<file path="src/rtl/pipe_hazard_ctrl_if.sv">
// Pipeline-side view of the hazard scheduler: ID/EX stage fields in, pipeline
// register controls, mul/div status and performance counters out.
interface pipe_hazard_ctrl_if #(
  parameter int CNT_W = 16
);
  logic             MemRd_EX;
  logic [4:0]       rt_EX;
  logic [4:0]       rs_ID;
  logic [4:0]       rt_ID;
  logic             useRs_ID;
  logic             useRt_ID;
  logic             muldiv_start_ID;
  logic             muldiv_use_ID;
  logic             Branch_taken_EX;
  logic             JumpReg_EX;
  logic             cnt_clr;
  logic             pc_hold;
  logic             ifid_hold;
  logic             ifid_flush;
  logic             idex_bubble;
  logic             muldiv_busy;
  logic [1:0]       state;
  logic [CNT_W-1:0] stall_cnt;
  logic [CNT_W-1:0] flush_cnt;

  modport master (
    output MemRd_EX, rt_EX, rs_ID, rt_ID, useRs_ID, useRt_ID,
           muldiv_start_ID, muldiv_use_ID, Branch_taken_EX, JumpReg_EX, cnt_clr,
    input  pc_hold, ifid_hold, ifid_flush, idex_bubble, muldiv_busy,
           state, stall_cnt, flush_cnt
  );

  modport slave (
    input  MemRd_EX, rt_EX, rs_ID, rt_ID, useRs_ID, useRt_ID,
           muldiv_start_ID, muldiv_use_ID, Branch_taken_EX, JumpReg_EX, cnt_clr,
    output pc_hold, ifid_hold, ifid_flush, idex_bubble, muldiv_busy,
           state, stall_cnt, flush_cnt
  );
endinterface

</file>
<file path="src/rtl/pipe_hazard_ctrl.sv">
// Hazard scheduler for the 5-stage pipeline: load-use and mul/div stalls,
// branch/jr flushes, mul/div occupancy counter and stall/flush perf counters.
module pipe_hazard_ctrl #(
  parameter int MULDIV_CYCLES = 8,
  parameter int CNT_W         = 16
) (
  input  logic          clk,
  input  logic          rst,
  pipe_hazard_ctrl_if.slave hz
);
  typedef enum logic [1:0] {
    RUN    = 2'd0,
    LDUSE  = 2'd1,
    MDWAIT = 2'd2
  } state_t;

  localparam logic [7:0] MD_LOAD = 8'(MULDIV_CYCLES);

  state_t     state_reg;
  logic [7:0] md_cnt_reg;
  logic       redirect;
  logic       rs_match;
  logic       rt_match;
  logic       ld_haz;
  logic       md_haz;
  logic       md_accept;
  logic       muldiv_busy;
  logic       hold;
  logic       flush;
  logic       bubble;
  logic [1:0] cnt_inc;

  assign redirect    = hz.Branch_taken_EX | hz.JumpReg_EX;
  assign rs_match    = hz.useRs_ID && (hz.rs_ID == hz.rt_EX);
  assign rt_match    = hz.useRt_ID && (hz.rt_ID == hz.rt_EX);
  assign ld_haz      = hz.MemRd_EX && (hz.rt_EX != 5'd0) && (rs_match || rt_match);
  assign muldiv_busy = (md_cnt_reg != 8'd0);
  assign md_haz      = muldiv_busy && (hz.muldiv_start_ID || hz.muldiv_use_ID);
  assign md_accept   = hz.muldiv_start_ID && !md_haz && !ld_haz && !redirect;

  // Controls are gated by reset so the pipeline runs freely the instant rst drops.
  always_comb begin
    hold   = 1'b0;
    flush  = 1'b0;
    bubble = 1'b0;
    if (rst) begin
      if (redirect) begin
        flush  = 1'b1;
        bubble = 1'b1;
      end else if (md_haz || ld_haz) begin
        hold   = 1'b1;
        bubble = 1'b1;
      end
    end
  end

  // A redirect leaves md_cnt alone: the op in flight is older than the branch.
  always_ff @(posedge clk or negedge rst) begin
    if (!rst) begin
      md_cnt_reg <= 8'd0;
    end else if (md_accept) begin
      md_cnt_reg <= MD_LOAD;
    end else if (muldiv_busy) begin
      md_cnt_reg <= md_cnt_reg - 8'd1;
    end
  end

  always_ff @(posedge clk or negedge rst) begin
    if (!rst) begin
      state_reg <= RUN;
    end else if (redirect) begin
      state_reg <= RUN;
    end else if (md_haz) begin
      state_reg <= MDWAIT;
    end else if (ld_haz) begin
      state_reg <= LDUSE;
    end else begin
      state_reg <= RUN;
    end
  end

  assign cnt_inc = {flush, hold};

  // Index 0 counts stall cycles, index 1 counts redirect cycles.
  for (genvar gi = 0; gi < 2; gi++) begin : gen_cnt
    logic [CNT_W-1:0] cnt_reg;

    always_ff @(posedge clk or negedge rst) begin
      if (!rst) begin
        cnt_reg <= '0;
      end else if (hz.cnt_clr) begin
        cnt_reg <= '0;
      end else if (cnt_inc[gi] && (cnt_reg != {CNT_W{1'b1}})) begin
        cnt_reg <= cnt_reg + 1'b1;
      end
    end
  end

  assign hz.pc_hold     = hold;
  assign hz.ifid_hold   = hold;
  assign hz.ifid_flush  = flush;
  assign hz.idex_bubble = bubble;
  assign hz.muldiv_busy = muldiv_busy;
  assign hz.state       = state_reg;
  assign hz.stall_cnt   = gen_cnt[0].cnt_reg;
  assign hz.flush_cnt   = gen_cnt[1].cnt_reg;
endmodule

</file>
<file path="src/flat_wrapper.sv">
// flat-port wrapper written by rule: the top's interface ports become plain ports
module pipe_hazard_ctrl_flat 
#(
  parameter int MULDIV_CYCLES = 8,
  parameter int CNT_W         = 16
)
  (clk, rst, hz_MemRd_EX, hz_rt_EX, hz_rs_ID, hz_rt_ID, hz_useRs_ID, hz_useRt_ID, hz_muldiv_start_ID, hz_muldiv_use_ID, hz_Branch_taken_EX, hz_JumpReg_EX, hz_cnt_clr, hz_pc_hold, hz_ifid_hold, hz_ifid_flush, hz_idex_bubble, hz_muldiv_busy, hz_state, hz_stall_cnt, hz_flush_cnt);
  pipe_hazard_ctrl_if #(.CNT_W(CNT_W)) hz_i ();
  input  logic clk;
  input  logic rst;
  input wire logic [$bits(hz_i.MemRd_EX)-1:0] hz_MemRd_EX;
  input wire logic [$bits(hz_i.rt_EX)-1:0] hz_rt_EX;
  input wire logic [$bits(hz_i.rs_ID)-1:0] hz_rs_ID;
  input wire logic [$bits(hz_i.rt_ID)-1:0] hz_rt_ID;
  input wire logic [$bits(hz_i.useRs_ID)-1:0] hz_useRs_ID;
  input wire logic [$bits(hz_i.useRt_ID)-1:0] hz_useRt_ID;
  input wire logic [$bits(hz_i.muldiv_start_ID)-1:0] hz_muldiv_start_ID;
  input wire logic [$bits(hz_i.muldiv_use_ID)-1:0] hz_muldiv_use_ID;
  input wire logic [$bits(hz_i.Branch_taken_EX)-1:0] hz_Branch_taken_EX;
  input wire logic [$bits(hz_i.JumpReg_EX)-1:0] hz_JumpReg_EX;
  input wire logic [$bits(hz_i.cnt_clr)-1:0] hz_cnt_clr;
  output wire logic [$bits(hz_i.pc_hold)-1:0] hz_pc_hold;
  output wire logic [$bits(hz_i.ifid_hold)-1:0] hz_ifid_hold;
  output wire logic [$bits(hz_i.ifid_flush)-1:0] hz_ifid_flush;
  output wire logic [$bits(hz_i.idex_bubble)-1:0] hz_idex_bubble;
  output wire logic [$bits(hz_i.muldiv_busy)-1:0] hz_muldiv_busy;
  output wire logic [$bits(hz_i.state)-1:0] hz_state;
  output wire logic [$bits(hz_i.stall_cnt)-1:0] hz_stall_cnt;
  output wire logic [$bits(hz_i.flush_cnt)-1:0] hz_flush_cnt;
  assign hz_i.MemRd_EX = hz_MemRd_EX;
  assign hz_i.rt_EX = hz_rt_EX;
  assign hz_i.rs_ID = hz_rs_ID;
  assign hz_i.rt_ID = hz_rt_ID;
  assign hz_i.useRs_ID = hz_useRs_ID;
  assign hz_i.useRt_ID = hz_useRt_ID;
  assign hz_i.muldiv_start_ID = hz_muldiv_start_ID;
  assign hz_i.muldiv_use_ID = hz_muldiv_use_ID;
  assign hz_i.Branch_taken_EX = hz_Branch_taken_EX;
  assign hz_i.JumpReg_EX = hz_JumpReg_EX;
  assign hz_i.cnt_clr = hz_cnt_clr;
  assign hz_pc_hold = hz_i.pc_hold;
  assign hz_ifid_hold = hz_i.ifid_hold;
  assign hz_ifid_flush = hz_i.ifid_flush;
  assign hz_idex_bubble = hz_i.idex_bubble;
  assign hz_muldiv_busy = hz_i.muldiv_busy;
  assign hz_state = hz_i.state;
  assign hz_stall_cnt = hz_i.stall_cnt;
  assign hz_flush_cnt = hz_i.flush_cnt;
  pipe_hazard_ctrl #(.MULDIV_CYCLES(MULDIV_CYCLES), .CNT_W(CNT_W)) u_core (.clk(clk), .rst(rst), .hz(hz_i));
endmodule
</file>
<file path="config.mk">
export PLATFORM = sky130hd
export DESIGN_NAME = pipe_hazard_ctrl_flat
export DESIGN_NICKNAME = d
export VERILOG_FILES = /design/src/rtl/pipe_hazard_ctrl_if.sv /design/src/rtl/pipe_hazard_ctrl.sv /design/src/flat_wrapper.sv
export SDC_FILE = /design/constraint.sdc
export NUM_CORES = 1
export LEC_CHECK = 0
export ABC_AREA = 1
export ABC_CLOCK_PERIOD_IN_PS = 2250
export BUFFER_PORTS_ARGS = -buffer_cell sky130_fd_sc_hd__buf_2
export CAP_MARGIN = 20
export CORE_MARGIN = 5
export CORE_UTILIZATION = 40
export CTS_CLUSTER_DIAMETER = 150
export DETAILED_ROUTE_END_ITERATION = 6
export PLACE_DENSITY = 0.62
export SETUP_SLACK_MARGIN = 0.4
export SLEW_MARGIN = 20
export SYNTH_ARGS = -nofsm -noshare
export SYNTH_HDL_FRONTEND = slang
export SYNTH_SLANG_ARGS = --single-unit
</file>
<file path="constraint.sdc">
create_clock -name clk -period 2.25 [get_ports clk]
set_input_delay 0.45 -clock clk [delete_from_list [all_inputs] [get_ports clk]]
set_output_delay 0.45 -clock clk [all_outputs]
set_load 0.05 [all_outputs]
</file>
==> out/qor.csv <==
stage,metric,value,unit
run_status,status,completed,
place,input/output buffers,63,
critical_path,CP Buf/Inv Count,2,
power_and_ir_drop,Leakage,0.001805,uW
critical_path,Worst Path Required,1800,ps
timing,Rel. slew slack,63.29,%
clocking,cts-stage hold buffer count,0,
timing,worst clock skew,7.760,ps
global_routing,Tot GR Track Use,16.32,%
place,Detailed Place HPWL,4927,um
timing,crit path time final,2150,ps
critical_path,Worst setup SP type,flop,
power_and_ir_drop,Comb power frac,30.7,%
clocking,Longest Clk Path Bufs,2,
cells_and_area,most frequent cells in the layout,"nand2_1, nor2_1, buf_2",
synth,Synth Instances,396,
drt,Post-Route WL,7035,um
drt,Vias/cell,4.966,
timing,Worst-Margin Slew,550.7,ps
cells_and_area,"commonest non-fill, non-tap cell in the layout",nand2_1,
drt,# DRC,0,
synth,post-synthesis mux area share,0,%
flow_run,# Max-Cap Violations,0,
timing,Final Hold Fails,0,
timing,Hold WS,254.3,ps
synth,post-synthesis cell type count,29,
synth,synthesized cell area,0.002721,mm2
clocking,CTS tree,done,
place,placed cell count,535,
floorplan,total core area,0.006719,mm2
critical_path,crit path max fanout,3,
critical_path,CP Capture Type,output pin,
floorplan,Chip Width,92.48,um
cells_and_area,P&R area growth vs syn,31.59,%
global_routing,global-route wire length before repair,11500,um
critical_path,CP top delay family,simple AND/OR/NAND/NOR gates,
power_and_ir_drop,Reg power frac,41.8,%
timing,RSZ-0062 raised after global routing,yes,
drt,Final ANT Viol Nets,0,
critical_path,CP Cell Sequence,or2_4 > nor3_4 > inv_4 > o21ai_4 > nand2_4 > nor2_4 > nor2_2 > buf_6,
floorplan,num rows,30,
timing,fmax,0.4652,GHz
power_and_ir_drop,P_sw,717.4,uW
cells_and_area,FF+latch area,0.001057,mm2
floorplan,DIE HEIGHT,92.48,um
synth,"flops & latches, synth",42,
drt,via count,2771,
global_routing,initial antenna violation count,0,
synth,post-synthesis simple-gate area fraction,40.69,%
clocking,"CTS clk-pin slew, worst paths",80,ps
place,routability congestion estimate,0.8589,
synth,xor and xnor fraction of the mapped netlist area,3.218,%
drt,drt initial violations,73,
critical_path,Critical-path top delay cell,dfrtp_1,
synth,post-synthesis compound-gate area fraction,6.115,%
global_routing,largest net degree at the start of global routing,43,
power_and_ir_drop,Switching Share,32.90,%
timing,Slew Limit Fails,0,
synth,combinational family with the most area after synthesis,simple AND/OR/NAND/NOR gates,
timing,final period utilization,95.54,%
cells_and_area,number of nets in the layout,506,
power_and_ir_drop,Clock power frac,27.4,%
clocking,clk_lat worst skew,290,ps
critical_path,"slowest stage delay, CP",410,ps
power_and_ir_drop,total power,2181,uW
timing,endpoints failing setup,0,
synth,Synth Area in Adders,1.839,%
synth,Ys Warns,0,
clocking,htree depth,2,
cells_and_area,Non-Filler Instances,558,
synth,Mapped Avg Cell Area,6.872,um2
floorplan,Die ar.,0.008553,mm2
synth,post-synthesis sequential area ratio,38.62,%
floorplan,Starting Density,40.50,%
global_routing,vias in the first global route,2567,
worst_hold_path,Min-Delay Path Class,input pin to async pin,
clocking,Sinks on Clock Net,42,
global_routing,gr ovfl total,0,
clocking,root buffer cell,clkbuf_8,
cells_and_area,layout cell share with drive strength beyond 1,29.71,%
power_and_ir_drop,Cell Int Power,1463,uW
cells_and_area,Multi-input gate area,0.001610,mm2
floorplan,Ports,64,
clocking,CTS Buf Count,5,
power_and_ir_drop,pwr/cell area,609.0,mW/mm2
synth,Syn Nets,425,
drt,Detailed Routing Iterations Pass 1,5,
power_and_ir_drop,Max IR drop VDD,363.5,uV
critical_path,critical path class,flop to output pin,
critical_path,worst endpoint data arrival time,1700,ps
drt,wire length per cell,12.61,um
cells_and_area,Fillers,660,
cells_and_area,antenna cells,0,
## power by group through the flow
stage | clock network, uW | logic (uW) | registers (uW)
3_5_place_dp | 0 | 539 | 936
6_report | 599 | 670 | 912
5_1_grt | 655 | 750 | 923
3_3_place_gp | 0 | 522 | 937
4_1_cts | 620 | 633 | 910
2_1_floorplan | 0 | 374 | 967
## worst register-to-register path, stage by stage (launching register included)
cell	delay [ps]
dfrtp_1	410
or2_4	250
nor3_4	240
inv_4	60
o21ai_4	70
nand2_4	80
buf_4	140
buf_4	130
nand3_4	180
buf_8	180
nand3_2	70
nand2_1	80
## Yosys cell counts
cell type / n / share of area (%)
nand2_1: 114 / 16
nor2_1: 68 / 9.4
inv_1: 54 / 7.4
dfrtp_1: 42 / 39
nand3_1: 31 / 5.7
o21ai_0: 15 / 2.8
nor3_1: 13 / 2.4
nand4_1: 9 / 2.1
xor2_1: 7 / 2.3
clkbuf_1: 5 / 0.69
a21oi_1: 4 / 0.74
ha_1: 4 / 1.8
nor3b_1: 4 / 1.1
a31oi_1: 3 / 0.69
xnor2_1: 3 / 0.97
buf_6: 2 / 0.83
inv_2: 2 / 0.28
nand2_4: 2 / 0.83
nor2_4: 2 / 0.83
o21bai_1: 2 / 0.55
or2_4: 2 / 0.64
a211oi_1: 1 / 0.28
buf_4: 1 / 0.28
nand3_4: 1 / 0.64
nand4_4: 1 / 0.78
nor3_4: 1 / 0.60
o21ai_4: 1 / 0.60
o22ai_1: 1 / 0.23
o31ai_1: 1 / 0.28
## stage by stage
step / area, um2 / utilization, % / TNS (ps) / setup WS, ps
finish: 3581 / 53.30 / 0 / 100.2
CTS: 3408 / 50.73 / 0 / 69.76
detailed placement: 3179 / 47.32 / 0 / 134.5
global placement: 3179 / 47.32 / 0 / 206.1
floorplan: 2786 / - / 0 / 206.4
global route: 3581 / 53.30 / -1.928 / -1.928
## what timing repair did
action,4_1_cts,5_1_grt
pin swaps,4,20
resized for setup,12,33
buffers inserted,11,3
cloned,0,1
setup endpoints to repair,23,28
## cells by family after synthesis
family | Yosys count
simple gates | 248
buf+inv | 64
flops | 42
compound gates | 28
xor+xnor | 10
fa+ha+maj | 4
## area by class of cell
class | count | area share (%)
Timing Repair Buffer | 81 | 13.80
Multi-Input combinational cell | 291 | 44.97
Tap cell | 80 | 2.795
Clock inverter | 1 | 0.8386
Clock buffer | 7 | 2.131
Sequential cell | 42 | 29.52
Inverter | 56 | 5.940
## path summary, 6_finish.rpt
kind | from | end | slack, ps | cells after the start
max in group asynchronous | rst | u_core.hz.stall_cnt[2] | 1580 | 2
worst max register to register | u_core.md_cnt_reg[3] | u_core.hz.stall_cnt[6] | 310 | 11
worst min-delay path | rst | u_core.md_cnt_reg[7] | 250 | 2
worst max-delay path | u_core.md_cnt_reg[3] | hz_idex_bubble | 100 | 8
min in group clk | hz_Branch_taken_EX | u_core.hz.state[0] | 440 | 4
worst min register to register | u_core.md_cnt_reg[7] | u_core.md_cnt_reg[7] | 520 | 2
## routing by layer
| metal | GRT usage, % | wire length, um | vias to the layer above |
|---|---|---|---|
| met5 | 0 | 0 | - |
| met4 | 4.455 | 82 | 0 |
| met3 | 3.574 | 356 | 8 |
| met2 | 28.10 | 3450 | 63 |
| met1 | 20.56 | 3145 | 1287 |
| li1 | - | - | 1413 |
Power figures use the tool's default switching activity.
